===== src/rtl/bpu_pkg.sv =====
`default_nettype none
// ============================================================================
// Module   : bpu_pkg
// Purpose  : Shared types and constants for the branch predict unit.
//            Provides the branch funct3 encoding, the default saturating
//            counter type and the weakly-not-taken reset value.
// Ports    : none (package)
// Config   : BPU_STATS_EN is consumed by branch_predict_unit, not here.
// Revision : 1.0 - initial release
// ============================================================================
package bpu_pkg;

  localparam int BPU_CNT_W = 2;

  typedef logic [BPU_CNT_W-1:0] cnt_t;

  // Weakly-not-taken: largest value whose MSB is still 0.
  localparam cnt_t CNT_RESET = cnt_t'((1 << (BPU_CNT_W - 1)) - 1);

  typedef enum logic [2:0] {
    BEQ  = 3'b000,
    BNE  = 3'b001,
    BLT  = 3'b100,
    BGE  = 3'b101,
    BLTU = 3'b110,
    BGEU = 3'b111
  } br_funct3_e;

  // Weakly-not-taken value for an arbitrary counter width.
  function automatic logic [31:0] cnt_reset_val(input int unsigned w);
    return (32'd1 << (w - 1)) - 32'd1;
  endfunction

endpackage
`default_nettype wire


===== src/rtl/branch_predict_unit_if.sv =====
`default_nettype none
// ============================================================================
// Module   : branch_predict_unit_if
// Purpose  : Bundle of fetch-lookup and execute-resolve signals between the
//            core pipeline (master) and the branch predict unit (slave).
// Ports    : f_pc, f_pred_taken           fetch-side lookup
//            ex_valid/branch/jump/funct3,
//            ex_pc, ex_pred, eq, lt, ltu   execute-side resolve inputs
//            pc_src, mispredict, illegal_br resolve outputs
// Revision : 1.0 - initial release
// ============================================================================
interface branch_predict_unit_if #(
  parameter int PC_W = 32
);
  logic [PC_W-1:0] f_pc;
  logic            f_pred_taken;
  logic            ex_valid;
  logic            ex_branch;
  logic            ex_jump;
  logic [2:0]      ex_funct3;
  logic [PC_W-1:0] ex_pc;
  logic            ex_pred;
  logic            eq;
  logic            lt;
  logic            ltu;
  logic            pc_src;
  logic            mispredict;
  logic            illegal_br;

  modport master (
    output f_pc, ex_valid, ex_branch, ex_jump, ex_funct3, ex_pc, ex_pred,
           eq, lt, ltu,
    input  f_pred_taken, pc_src, mispredict, illegal_br
  );

  modport slave (
    input  f_pc, ex_valid, ex_branch, ex_jump, ex_funct3, ex_pc, ex_pred,
           eq, lt, ltu,
    output f_pred_taken, pc_src, mispredict, illegal_br
  );
endinterface
`default_nettype wire


===== src/rtl/branch_predict_unit_branch_cond.sv =====
`default_nettype none
// ============================================================================
// Module   : branch_cond
// Purpose  : Pure combinational evaluation of an RV32I branch condition from
//            funct3 and the ALU compare flags.
// Ports    : funct3   in  3  branch funct3
//            eq/lt/ltu in 1  ALU compare flags
//            taken    out 1  condition true (0 for reserved encodings)
//            reserved out 1  funct3 is 010 or 011
// Revision : 1.0 - initial release
// ============================================================================
module branch_cond
  import bpu_pkg::*;
(
  input  logic [2:0] funct3,
  input  logic       eq,
  input  logic       lt,
  input  logic       ltu,
  output logic       taken,
  output logic       reserved
);

  always_comb begin
    taken    = 1'b0;
    reserved = 1'b0;
    case (funct3)
      BEQ:     taken = eq;
      BNE:     taken = ~eq;
      BLT:     taken = lt;
      BGE:     taken = ~lt;
      BLTU:    taken = ltu;
      BGEU:    taken = ~ltu;
      default: reserved = 1'b1;
    endcase
  end

endmodule
`default_nettype wire


===== src/rtl/branch_predict_unit.sv =====
`default_nettype none
// ============================================================================
// Module   : branch_predict_unit
// Purpose  : Branch resolution and bimodal direction prediction. Fetch reads
//            a PC-indexed table of saturating counters; execute resolves the
//            branch, drives pc_src, flags mispredicts and trains the table.
// Ports    : clk          in   clock, rising edge
//            reset_n      in   synchronous active-low reset
//            bus          slave modport of branch_predict_unit_if
//            stat_branches    out 32  (BPU_STATS_EN only) training events
//            stat_mispredicts out 32  (BPU_STATS_EN only) mispredict cycles
// Config   : BPU_STATS_EN - adds the two statistics counters.
// Revision : 1.0 - initial release
// ============================================================================
module branch_predict_unit
  import bpu_pkg::*;
#(
  parameter int PC_W      = 32,
  parameter int PHT_DEPTH = 64,
  parameter int CNT_W     = BPU_CNT_W
) (
  input  logic                 clk,
  input  logic                 reset_n,
  branch_predict_unit_if.slave bus
`ifdef BPU_STATS_EN
  ,
  output logic [31:0]          stat_branches,
  output logic [31:0]          stat_mispredicts
`endif
);

  localparam int               IDX_W   = $clog2(PHT_DEPTH);
  localparam logic [CNT_W-1:0] CNT_RST = CNT_W'(cnt_reset_val(CNT_W));

  logic [PC_W-1:0]  f_pc;
  logic [PC_W-1:0]  ex_pc;
  logic [IDX_W-1:0] f_idx;
  logic [IDX_W-1:0] ex_idx;
  logic [CNT_W-1:0] pht [PHT_DEPTH];
  logic [CNT_W-1:0] ex_cnt;
  logic [CNT_W-1:0] ex_cnt_next;
  logic             taken;
  logic             reserved_f3;
  logic             is_cond_branch;
  logic             train;
  logic             unused_pc_bits;

  assign f_pc   = bus.f_pc;
  assign ex_pc  = bus.ex_pc;
  // Instructions are word aligned, so bits [1:0] carry no information.
  assign f_idx  = f_pc[IDX_W+1:2];
  assign ex_idx = ex_pc[IDX_W+1:2];
  assign unused_pc_bits = ^{f_pc[PC_W-1:IDX_W+2], f_pc[1:0],
                            ex_pc[PC_W-1:IDX_W+2], ex_pc[1:0]};

  branch_cond u_cond (
    .funct3   (bus.ex_funct3),
    .eq       (bus.eq),
    .lt       (bus.lt),
    .ltu      (bus.ltu),
    .taken    (taken),
    .reserved (reserved_f3)
  );

  // A slot flagged as both branch and jump behaves as a jump.
  assign is_cond_branch   = bus.ex_valid & bus.ex_branch & ~bus.ex_jump;
  assign train            = is_cond_branch & ~reserved_f3;

  assign bus.pc_src       = bus.ex_valid & (bus.ex_jump | (bus.ex_branch & taken));
  assign bus.mispredict   = train & (taken != bus.ex_pred);
  assign bus.illegal_br   = bus.ex_valid & bus.ex_branch & reserved_f3;

  // Read is from the registered table, so a same-cycle write is seen next cycle.
  assign bus.f_pred_taken = pht[f_idx][CNT_W-1];

  assign ex_cnt = pht[ex_idx];

  always_comb begin
    ex_cnt_next = ex_cnt;
    if (taken) begin
      if (ex_cnt != '1) ex_cnt_next = ex_cnt + CNT_W'(1);
    end else begin
      if (ex_cnt != '0) ex_cnt_next = ex_cnt - CNT_W'(1);
    end
  end

  always_ff @(posedge clk) begin
    if (!reset_n) begin
      for (int i = 0; i < PHT_DEPTH; i++) pht[i] <= CNT_RST;
    end else if (train) begin
      pht[ex_idx] <= ex_cnt_next;
    end
  end

`ifdef BPU_STATS_EN
  always_ff @(posedge clk) begin
    if (!reset_n) begin
      stat_branches    <= 32'd0;
      stat_mispredicts <= 32'd0;
    end else begin
      if (train)          stat_branches    <= stat_branches + 32'd1;
      if (bus.mispredict) stat_mispredicts <= stat_mispredicts + 32'd1;
    end
  end
`endif

endmodule
`default_nettype wire


===== src/flat_wrapper.sv =====
// flat-port wrapper written by rule: the top's interface ports become plain ports
module branch_predict_unit_flat import bpu_pkg::*;
#(
  parameter int PC_W      = 32,
  parameter int PHT_DEPTH = 64,
  parameter int CNT_W     = BPU_CNT_W
)
  (clk, reset_n, bus_f_pc, bus_ex_valid, bus_ex_branch, bus_ex_jump, bus_ex_funct3, bus_ex_pc, bus_ex_pred, bus_eq, bus_lt, bus_ltu, bus_f_pred_taken, bus_pc_src, bus_mispredict, bus_illegal_br);
  branch_predict_unit_if #(.PC_W(PC_W)) bus_i ();
  input  logic clk;
  input  logic reset_n;
  input wire logic [$bits(bus_i.f_pc)-1:0] bus_f_pc;
  input wire logic [$bits(bus_i.ex_valid)-1:0] bus_ex_valid;
  input wire logic [$bits(bus_i.ex_branch)-1:0] bus_ex_branch;
  input wire logic [$bits(bus_i.ex_jump)-1:0] bus_ex_jump;
  input wire logic [$bits(bus_i.ex_funct3)-1:0] bus_ex_funct3;
  input wire logic [$bits(bus_i.ex_pc)-1:0] bus_ex_pc;
  input wire logic [$bits(bus_i.ex_pred)-1:0] bus_ex_pred;
  input wire logic [$bits(bus_i.eq)-1:0] bus_eq;
  input wire logic [$bits(bus_i.lt)-1:0] bus_lt;
  input wire logic [$bits(bus_i.ltu)-1:0] bus_ltu;
  output wire logic [$bits(bus_i.f_pred_taken)-1:0] bus_f_pred_taken;
  output wire logic [$bits(bus_i.pc_src)-1:0] bus_pc_src;
  output wire logic [$bits(bus_i.mispredict)-1:0] bus_mispredict;
  output wire logic [$bits(bus_i.illegal_br)-1:0] bus_illegal_br;
  assign bus_i.f_pc = bus_f_pc;
  assign bus_i.ex_valid = bus_ex_valid;
  assign bus_i.ex_branch = bus_ex_branch;
  assign bus_i.ex_jump = bus_ex_jump;
  assign bus_i.ex_funct3 = bus_ex_funct3;
  assign bus_i.ex_pc = bus_ex_pc;
  assign bus_i.ex_pred = bus_ex_pred;
  assign bus_i.eq = bus_eq;
  assign bus_i.lt = bus_lt;
  assign bus_i.ltu = bus_ltu;
  assign bus_f_pred_taken = bus_i.f_pred_taken;
  assign bus_pc_src = bus_i.pc_src;
  assign bus_mispredict = bus_i.mispredict;
  assign bus_illegal_br = bus_i.illegal_br;
  branch_predict_unit #(.PC_W(PC_W), .PHT_DEPTH(PHT_DEPTH), .CNT_W(CNT_W)) u_core (.clk(clk), .reset_n(reset_n), .bus(bus_i));
endmodule

===== config.mk =====
export PLATFORM = sky130hd
export DESIGN_NAME = branch_predict_unit_flat
export DESIGN_NICKNAME = d
export VERILOG_FILES = /design/src/rtl/bpu_pkg.sv /design/src/rtl/branch_predict_unit_if.sv /design/src/rtl/branch_predict_unit_branch_cond.sv /design/src/rtl/branch_predict_unit.sv /design/src/flat_wrapper.sv
export SDC_FILE = /design/constraint.sdc
export NUM_CORES = 1
export LEC_CHECK = 0
export CAP_MARGIN = 20
export CORE_MARGIN = 2
export CORE_UTILIZATION = 33
export CTS_CLUSTER_DIAMETER = 200
export DETAILED_ROUTE_END_ITERATION = 6
export GPL_TIMING_DRIVEN = 0
export MAX_ROUTING_LAYER = met4
export SYNTH_ARGS = -nofsm -noshare
export SYNTH_HDL_FRONTEND = slang
export SYNTH_SLANG_ARGS = --single-unit

===== constraint.sdc =====
create_clock -name clk -period 4 [get_ports clk]
set_input_delay 0.8 -clock clk [delete_from_list [all_inputs] [get_ports clk]]
set_output_delay 0.8 -clock clk [all_outputs]
set_load 0.02 [all_outputs]

==> results of run 1 <==
-- power by group through the flow --
stage | Clock [mW] | Sequential (mW) | Combinational [mW]
floorplan | 0 | 1.55 | 0.350
global placement | 0 | 1.56 | 0.544
detailed placement | 0 | 1.56 | 0.547
CTS | 1.45 | 1.53 | 0.550
global route | 1.51 | 1.54 | 0.582
finish | 1.46 | 1.53 | 0.565
-- synthesized netlist by cell type, types with 4 or more instances --
| master | count | area [µm²] |
|---|---|---|
| a221oi_1 | 6 | 52.55 |
| buf_1 | 14 | 52.55 |
| edfxtp_1 | 128 | 3844 |
| a22oi_1 | 13 | 97.59 |
| nand4_1 | 32 | 200.2 |
| o22ai_1 | 7 | 43.79 |
| nor3_1 | 8 | 40.04 |
| and3b_1 | 7 | 61.31 |
| a21oi_1 | 8 | 40.04 |
| nand3b_1 | 5 | 37.54 |
| mux2_2 | 4 | 45.04 |
| nor2b_1 | 7 | 43.79 |
| buf_6 | 15 | 168.9 |
| nor2_1 | 12 | 45.04 |
| nor3_2 | 60 | 600.6 |
| and3_1 | 8 | 50.05 |
| buf_2 | 14 | 70.07 |
| mux4_2 | 34 | 765.7 |
| o21ai_0 | 69 | 345.3 |
| nand3_1 | 21 | 105.1 |
| clkbuf_1 | 31 | 116.4 |
| mux2i_1 | 11 | 110.1 |
| nand2_1 | 24 | 90.09 |
| nand3_2 | 9 | 90.09 |
| buf_4 | 5 | 37.54 |
-- worst min-delay path by stage --
stage	startpoint	endpoint	slack, ps	cells past startpoint
global route	reset_n	u_core.pht[40][0]	1290	4
global placement	u_core.pht[24][1]	u_core.pht[57][0]	1500	7
detailed placement	u_core.pht[24][1]	u_core.pht[57][0]	1510	7
floorplan	reset_n	u_core.pht[0][0]	1130	3
finish	reset_n	u_core.pht[56][0]	1260	4
CTS	reset_n	u_core.pht[56][0]	1230	4
-- worst max-delay path: cells and delay by family --
family / cells / cell delay [ps]
mux: 3 / 1540
buf+inv: 3 / 790
-- kinds of logic (layout without fill, tap and decap cells) --
| group | Yosys count | after routing |
|---|---|---|
| and+or+nand+nor | 212 | 212 |
| DFF | 128 | 128 |
| AOI/OAI and AO/OA | 120 | 120 |
| muxes | 50 | 50 |
| adders and majority gates | 2 | 2 |
| buffers and inverters | 80 | 137 |
| xor gates and xnor gates | 3 | 3 |
-- metal layers --
metal | GRT usage, % | share of wire [%] | vias up
met2 | 39.24 | 46 | 452
met1 | 31.10 | 38 | 3007
met5 | - | 0 | -
li1 | - | - | 2453
met3 | 5.571 | 10 | 108
met4 | 14.02 | 6.1 | 0
-- layout make-up --
cell class,count,area (µm²),area share (%)
clock buffer,19,432.9,4.949
clock inverter,13,113.9,1.301
multi-input combinational,387,3256,37.21
tap,285,356.6,4.076
buffer,80,499.2,5.707
timing repair buffer,25,246.5,2.818
sequential,128,3844,43.94
-- per-stage QoR --
| step | setup slack, ps | power, mW | setup TNS [ps] | hold slack, ps | cell area, µm² |
|---|---|---|---|---|---|
| 2_1_floorplan | 163.7 | 1.898 | 0 | 1133 | 7533 |
| 3_3_place_gp | -1070 | 2.102 | -90250 | 1497 | 8130 |
| 3_5_place_dp | -1043 | 2.106 | -84260 | 1513 | 8144 |
| 4_1_cts | 0.09148 | 3.536 | 0 | 1228 | 8737 |
| 5_1_grt | 8.376 | 3.631 | 0 | 1292 | 8748 |
| 6_report | 46.63 | 3.563 | 0 | 1261 | 8748 |
-- what timing repair did --
action                                 in CTS  in global routing
setup endpoints to repair                  47                132
endpoints found under the hold margin       0                  0
gates resized for setup                    19                  9
==> flow_summary.ini, run 1 <==
[setup_path]
rrSetupSlack_ps = 970
start_kind = input pin
reg2reg_depth = 9
worstPathCellList = clkbuf_4 > buf_8 > mux4_2 > mux4_2 > mux4_2 > dlygate4sd2_1
worstPathMaxFanout = 10
required_ps = 3200
max_stage_delay_ps = 550
cp.arrival_ps = 3150
r2r-start = u_core.pht[2][1]
cpMaxStageDelayCell = mux4_2
cpMostUsedCell = mux4_2
endpoint_kind = output pin
crit_start = bus_f_pc[2]
crit_end = bus_f_pred_taken
path_class = input pin to output pin
reg2reg_to = u_core.pht[31][1]

[power]
switching_share_pct = 28.41
max-vdd-ir-drop_mv = 0.2917
internal_power_mw = 2.551
switching_power_mw = 1.012
p_clk_share_pct = 41.1
p_leak_nw = 2.508
combPwrFrac_pct = 15.9
power.density_nw_per_um2 = 407.3
seqPwrFrac_pct = 43.0

[route]
drt_iter0_drc = 912
viasPerCell = 6.425
final_antenna_net_count = 0
vias = 6020
drc = 0
firstDrtPassIters = 5
wl_per_cell_um = 30.90
drt-total-wl_mm = 28.95

[floorplan]
die_w_um = 155.1
core_area_um2 = 22500
io_pins = 80
initial_core_util_pct = 33.48
rows = 55
die-area_um2 = 24050
die_h_um = 155.1

[sta]
period_needed_ps = 3953
finalSetupViolCount = 0
fmax_ghz = 0.2529
finalHoldViolCount = 0
fin_crit_sh_pct = 98.83
tightest_slew_ps = 1141
rsz0062_at_grt = false
max-slew-margin-rel_pct = 23.96
slew_violations = 0
finClkSkew_ps = 11.36

[yosys]
synthMuxAreaShare_pct = 12.57
yosysWarnings = 0
synth_xor_area_share_pct = 0.3488
synth-simple-area-share_pct = 20.25
yosysSeqAreaShare_pct = 51.02
syn_avg_cell_area_um2 = 12.66
synth_edf_count = 128
syn-instance-count = 595
synthAdderAreaFrac_pct = 0.2990
synth_cell_types = 52
synth_top_family_by_area = simple AND/OR/NAND/NOR gates
synth_compound_area_share_pct = 9.533
syn_area_um2 = 7533
synthArstFlopShare_pct = 0
ys_ff_latch = 128
synth_nets = 671
synth_ff_type = edfxtp_1

[final_layout]
drive_above_1_share_pct = 29.60
nNetsFinal = 715
fillers = 2098
fin_cells = 937
regMostFlops = u_core.pht
mostFrequentLayoutCells = edfxtp_1, o21ai_0, nor3_2
final_common_cell = edfxtp_1
areaGrowthSynthToFinish_pct = 16.13
antenna_cells = 0
reg_top3 = u_core.pht x128
largest_register_ffs = 128
final_util_pct = 38.88

[hold_path]
hold_path_class = input pin to register

[global_routing]
grt_use_total_pct = 25.41
antenna_found_initial = 0
grt_pass1_vias = 6089
grt_max_degree = 17
grt_pass1_wl_mm = 42.06
gr-total-overflow = 0

[clock_network]
cts-buffers-inserted = 17
cts.sinks = 128
cts_root_buf = clkbuf_16
cts_tree = yes
h-tree-depth = 4
post_cts_buffers = 0
hold_buffers = 0
cts_buffer_depth = 2
clk_latency_ps = 430
clkTransAtPathRegs_ps = 60

[outcome]
status = finished, final reports clean

[placed_design]
place.gp.congestion = 1.009
dp_cells = 905
dp_hpwl_mm = 20.29
io_buffer_count = 24

[run]
max-cap-violations = 0
Power figures use the tool's default switching activity.
==> inputs of run 2 (changes only) <==
--- a/config.mk
+++ b/config.mk
@@ -6,12 +6,13 @@
 export NUM_CORES = 1
 export LEC_CHECK = 0
 export CAP_MARGIN = 20
-export CORE_MARGIN = 2
+export CORE_MARGIN = 8
 export CORE_UTILIZATION = 33
-export CTS_CLUSTER_DIAMETER = 200
+export CTS_CLUSTER_DIAMETER = 50
 export DETAILED_ROUTE_END_ITERATION = 6
 export GPL_TIMING_DRIVEN = 0
 export MAX_ROUTING_LAYER = met4
+export RECOVER_POWER = 100
 export SYNTH_ARGS = -nofsm -noshare
 export SYNTH_HDL_FRONTEND = slang
 export SYNTH_SLANG_ARGS = --single-unit
==> run 2 against run 1 <==
Against the previous run: sequential power about the same; clock skew up 2.0 ps; setup slack worse by 71 ps; non-clock buffer count unchanged; global-route usage down 4.2 points; critical path depth up 5; first-iteration DRC count up 1.9%; flip-flop and latch count unchanged; highest routed layer unchanged; the flow now finishes with violations (setup timing); total power down 2.1%.
==> flow_summary.ini, run 2 (synthesis gave the netlist of run 1 again) <==
[clock_network]
cts_buffer_depth = 2
cts_tree = yes
cts.sinks = 128
cts-buffers-inserted = 17
h-tree-depth = 4
hold_buffers = 0
cts_root_buf = clkbuf_16
cts_resized = 19
clk_latency_ps = 430
clkTransAtPathRegs_ps = 60
post_cts_buffers = 0

[route]
drt_iter0_drc = 929
firstDrtPassIters = 7
drc = 0
wl_per_cell_um = 30.84
viasPerCell = 6.482
final_antenna_net_count = 0
vias = 6067
drt-total-wl_mm = 28.87

[setup_path]
reg2reg_depth = 9
cp.buffers_inverters = 4
cpMaxStageDelayCell = nor2_1
worstPathCellList = clkdlybuf4s50_1 > clkbuf_2 > nor2_1 > a221oi_1 > a211oi_1 > a2111oi_0 > and4_1 > maj3_2 > buf_4 > buf_6 > nor3_1
required_ps = 4250
worstPathMaxFanout = 10
start_kind = input pin
path_delay_family = buffers and inverters
path_class = input pin to register
max_stage_delay_ps = 720
cp.arrival_ps = 4280
reg2reg_to = u_core.pht[26][0]
rrSetupSlack_ps = 1060
r2r-start = u_core.pht[2][1]
endpoint_kind = register

[placed_design]
place.gp.congestion = 1.012
dp_hpwl_mm = 20.35
io_buffer_count = 24
placed_area_um2 = 8148

[hold_path]
worstHoldEndpoint = u_core.pht[0][0]
hold-path-cell-count = 4
worstHoldStart = reset_n
hold_path_class = input pin to register

[outcome]
status = complete, but fails checks
violations = setup timing

[global_routing]
gr-total-overflow = 0
grt_pass1_vias = 5883
antenna_found_initial = 0
grt_max_degree = 17
grt_use_total_pct = 21.19
grt_pass1_wl_mm = 41.68

[final_layout]
seqCellArea_um2 = 3844
fillers = 2160
reg_top3 = u_core.pht x128
antenna_cells = 0
multi_input_area_um2 = 2977
largest_register_ffs = 128
regMostFlops = u_core.pht
mostFrequentLayoutCells = edfxtp_1, o21ai_0, nor3_1
postLayoutCellArea_um2 = 8454
nNetsFinal = 715
areaGrowthSynthToFinish_pct = 12.22
final_common_cell = edfxtp_1
drive_above_1_share_pct = 20.43

[sta]
whs_ps = 1241
fin_crit_sh_pct = 100.6
setup_ws_ps = -24.31
finalHoldViolCount = 0
slew_violations = 0
rsz0062_at_grt = false
fmax_ghz = 0.2485
period_needed_ps = 4024
finalSetupViolCount = 3
tightest_slew_ps = 975.4
max-slew-margin-rel_pct = 34.69
finClkSkew_ps = 13.39

[power]
p_leak_nw = 2.506
max-vdd-ir-drop_mv = 0.2580
power.density_nw_per_um2 = 412.8
total_power_mw = 3.490

[floorplan]
rows = 55
core_area_um2 = 22500
die_w_um = 167.1
initial_core_util_pct = 33.48
die_h_um = 167.1
io_pins = 80
die-area_um2 = 27920

[run]
max-cap-violations = 0
-- run 2: changes by cell type in the layout (fill, tap and decap cells not counted), sizes merged --
cell,delta
clkbuf,+8
buf,-8
clkinv,+2
dlygate4sd3,+3
inv,-2
clkinvlp,-1
clkdlybuf4s50,-3
-- run 2: metrics by stage --
step / setup WS [ps] / instances / TNS [ps] / utilization (%)
final: -24.31 / 936 / -52.48 / 37.57
after floorplan: 163.7 / 595 / 0 / -
after global placement: -909.9 / 904 / -57480 / 36.13
after global routing: 8.444 / 936 / 0 / 37.57
after CTS: 25.20 / 936 / 0 / 38.77
after detailed placement: -902.6 / 905 / -51560 / 36.21
-- run 2: layout make-up --
type	count	share of cell area, %
plain buffers	80	5.890
clock buffers	19	5.121
clock inverters	12	1.140
multi-input cells	387	35.21
flip-flops and latches	128	45.46
well taps	285	4.218
repair buffers	25	2.960
-- run 2: power by group --
group	total [mW]	switching, mW	internal, mW
clock	1.42	0.583	0.839
combinational	0.532	0.349	0.183
sequential	1.54	0.0234	1.51
-- run 2: how the worst max path moves through the flow --
stage | start | end | slack [ps] | cells past startpoint
after CTS | bus_f_pc[2] | bus_f_pred_taken | 30 | 6
final | bus_ex_pc[2] | u_core.pht[33][1] | -20 | 11
after detailed placement | bus_f_pc[2] | bus_f_pred_taken | -900 | 6
after floorplan | bus_f_pc[2] | bus_f_pred_taken | 160 | 5
after global placement | bus_ex_pc[3] | u_core.pht[11][0] | -910 | 8
after global routing | bus_ex_pc[2] | u_core.pht[26][0] | 8 | 11
-- run 2: tightest hold or removal path: stages --
cell,delay [ps]
clkdlybuf4s50_1,450
nand2_1,120
nor4_2,110
nand3_1,80
-- run 2: per-layer routing --
metal / track usage, % / vias to the layer above / wire, µm
li1: - / 2454 / -
met1: 27.12 / 3072 / 11420
met2: 31.64 / 475 / 13040
met3: 5.455 / 66 / 3231
met4: 8.617 / 0 / 1184
met5: - / - / 0
==> RTL edit: new RTL, config.mk and constraints of run 1 <==
`PHT_DEPTH` is set to 64 in 2 places; all go to 128.
--- a/src/rtl/branch_predict_unit.sv
+++ b/src/rtl/branch_predict_unit.sv
@@ -16,7 +16,7 @@
   import bpu_pkg::*;
 #(
   parameter int PC_W      = 32,
-  parameter int PHT_DEPTH = 64,
+  parameter int PHT_DEPTH = 128,
   parameter int CNT_W     = BPU_CNT_W
 ) (
   input  logic                 clk,
--- a/src/flat_wrapper.sv
+++ b/src/flat_wrapper.sv
@@ -2,7 +2,7 @@
 module branch_predict_unit_flat import bpu_pkg::*;
 #(
   parameter int PC_W      = 32,
-  parameter int PHT_DEPTH = 64,
+  parameter int PHT_DEPTH = 128,
   parameter int CNT_W     = BPU_CNT_W
 )
   (clk, reset_n, bus_f_pc, bus_ex_valid, bus_ex_branch, bus_ex_jump, bus_ex_funct3, bus_ex_pc, bus_ex_pred, bus_eq, bus_lt, bus_ltu, bus_f_pred_taken, bus_pc_src, bus_mispredict, bus_illegal_br);
Behaviour: not the same (Yosys sat finds a counterexample within 4 cycles, from zero or initial values).
==> RTL edit against run 1 <==
The run now ends with negative setup slack left; combinational power increased by 88%; via count increased by 87%; total power increased by 87%; sequential power increased by 99%; clock skew decreased by 1.9 ps; wire length increased by 100%; sequential cell count increased by 128; final cell count increased by 85%; area after synthesis increased by 88%; final area increased by 86%; setup slack got worse by 69 ps; largest cell class unchanged.
==> RTL edit: results (changes against run 1) <==
- Hold WS: 845 ps (-416 ps)
- Synth Area in Compound Gates: 8.05% (-1.5 points)
- Status: complete, but fails checks
- Failing checks: negative setup slack
- Global-route wire length before repair: 81,600 µm (+94%)
- Detailed Route WL: 58,700 µm (+100%)
- Worst slack, placed: -1510 ps (-469 ps)
- DP Area: 15,100 µm² (+86%)
- DP HPWL: 41,900 µm (+110%)
- Layout area overhead: 14.9%
- Setup-failing EPs final: 1 (+1)
- Layout Skew: 9.44 ps (-1.92 ps)
- Initial DRT Pass Iterations: 7 (+2)
- Final #Nets: 1,245 (+74%)
- CTS H-Tree Depth: 1 (-3)
- Synth top cells by count: 256 x edfxtp_1, 138 x nand3_1, 107 x o21ai_0
- Cells after DPL: 1,676 (+85%)
- Clock Tree Buf Depth: 3 (+1)
- Reg2reg path depth: 10 (+1)
- Unique masters post-synth: 45 (-13%)
- Register Area: 7690 µm² (+100%)
- Leak pwr: 4.63 nW (+84%)
- Yosys reg bits: 256 (+100%)
- Met2 Usage GRT: 40.1% (+0.81 points)
- Antenna Cells: 1 (+1)
- Arr. time, crit path: 3220 ps (+70 ps)
- R2R Path Start: u_core.pht[71][1]$_SDFFCE_PN0P_
- Net switching power: 1.86 mW (+84%)
- Hold Path Stages: 3 (-1)
- Worst skew pair latency: 570 ps (+140 ps)
- Non-Clock Inverter Count: 4 (+4)
- Setup ws final: -22.7 ps (-69.3 ps)
- Final non-clock buffer share: 7.82% (-0.71 points)
- ClkCell Share: 5.29% (-0.96 points)
-- RTL edit: cell count changes after synthesis, moves of 30 or more --
| cell | change |
|---|---|
| nand4_1 | -30 |
| nand3_1 | +117 |
| edfxtp_1 | +128 |
| mux4_2 | +47 |
| nor2_1 | +40 |
| o21ai_0 | +38 |
| nand2_1 | +54 |
-- RTL edit: timing repair --
action,4_1_cts,5_1_grt
resized for setup,55,17
cloned,2,1
setup endpoints to repair,259,243
pin swaps,0,0
-- RTL edit: routing by layer --
metal / vias to the layer above / wire, µm
met3: 199 / 7410
met5: - / 0
li1: 4472 / -
met1: 5671 / 22300
met4: 0 / 3310
met2: 933 / 25700
-- RTL edit: power groups by stage --
stage | Sequential, mW | Clock (mW) | Combinational, mW
detailed placement | 3.10 | 0 | 0.993
finish | 3.04 | 2.54 | 1.06
global route | 3.05 | 2.63 | 1.09
floorplan | 3.08 | 0 | 0.623
global placement | 3.10 | 0 | 0.990
CTS | 3.04 | 2.54 | 1.02
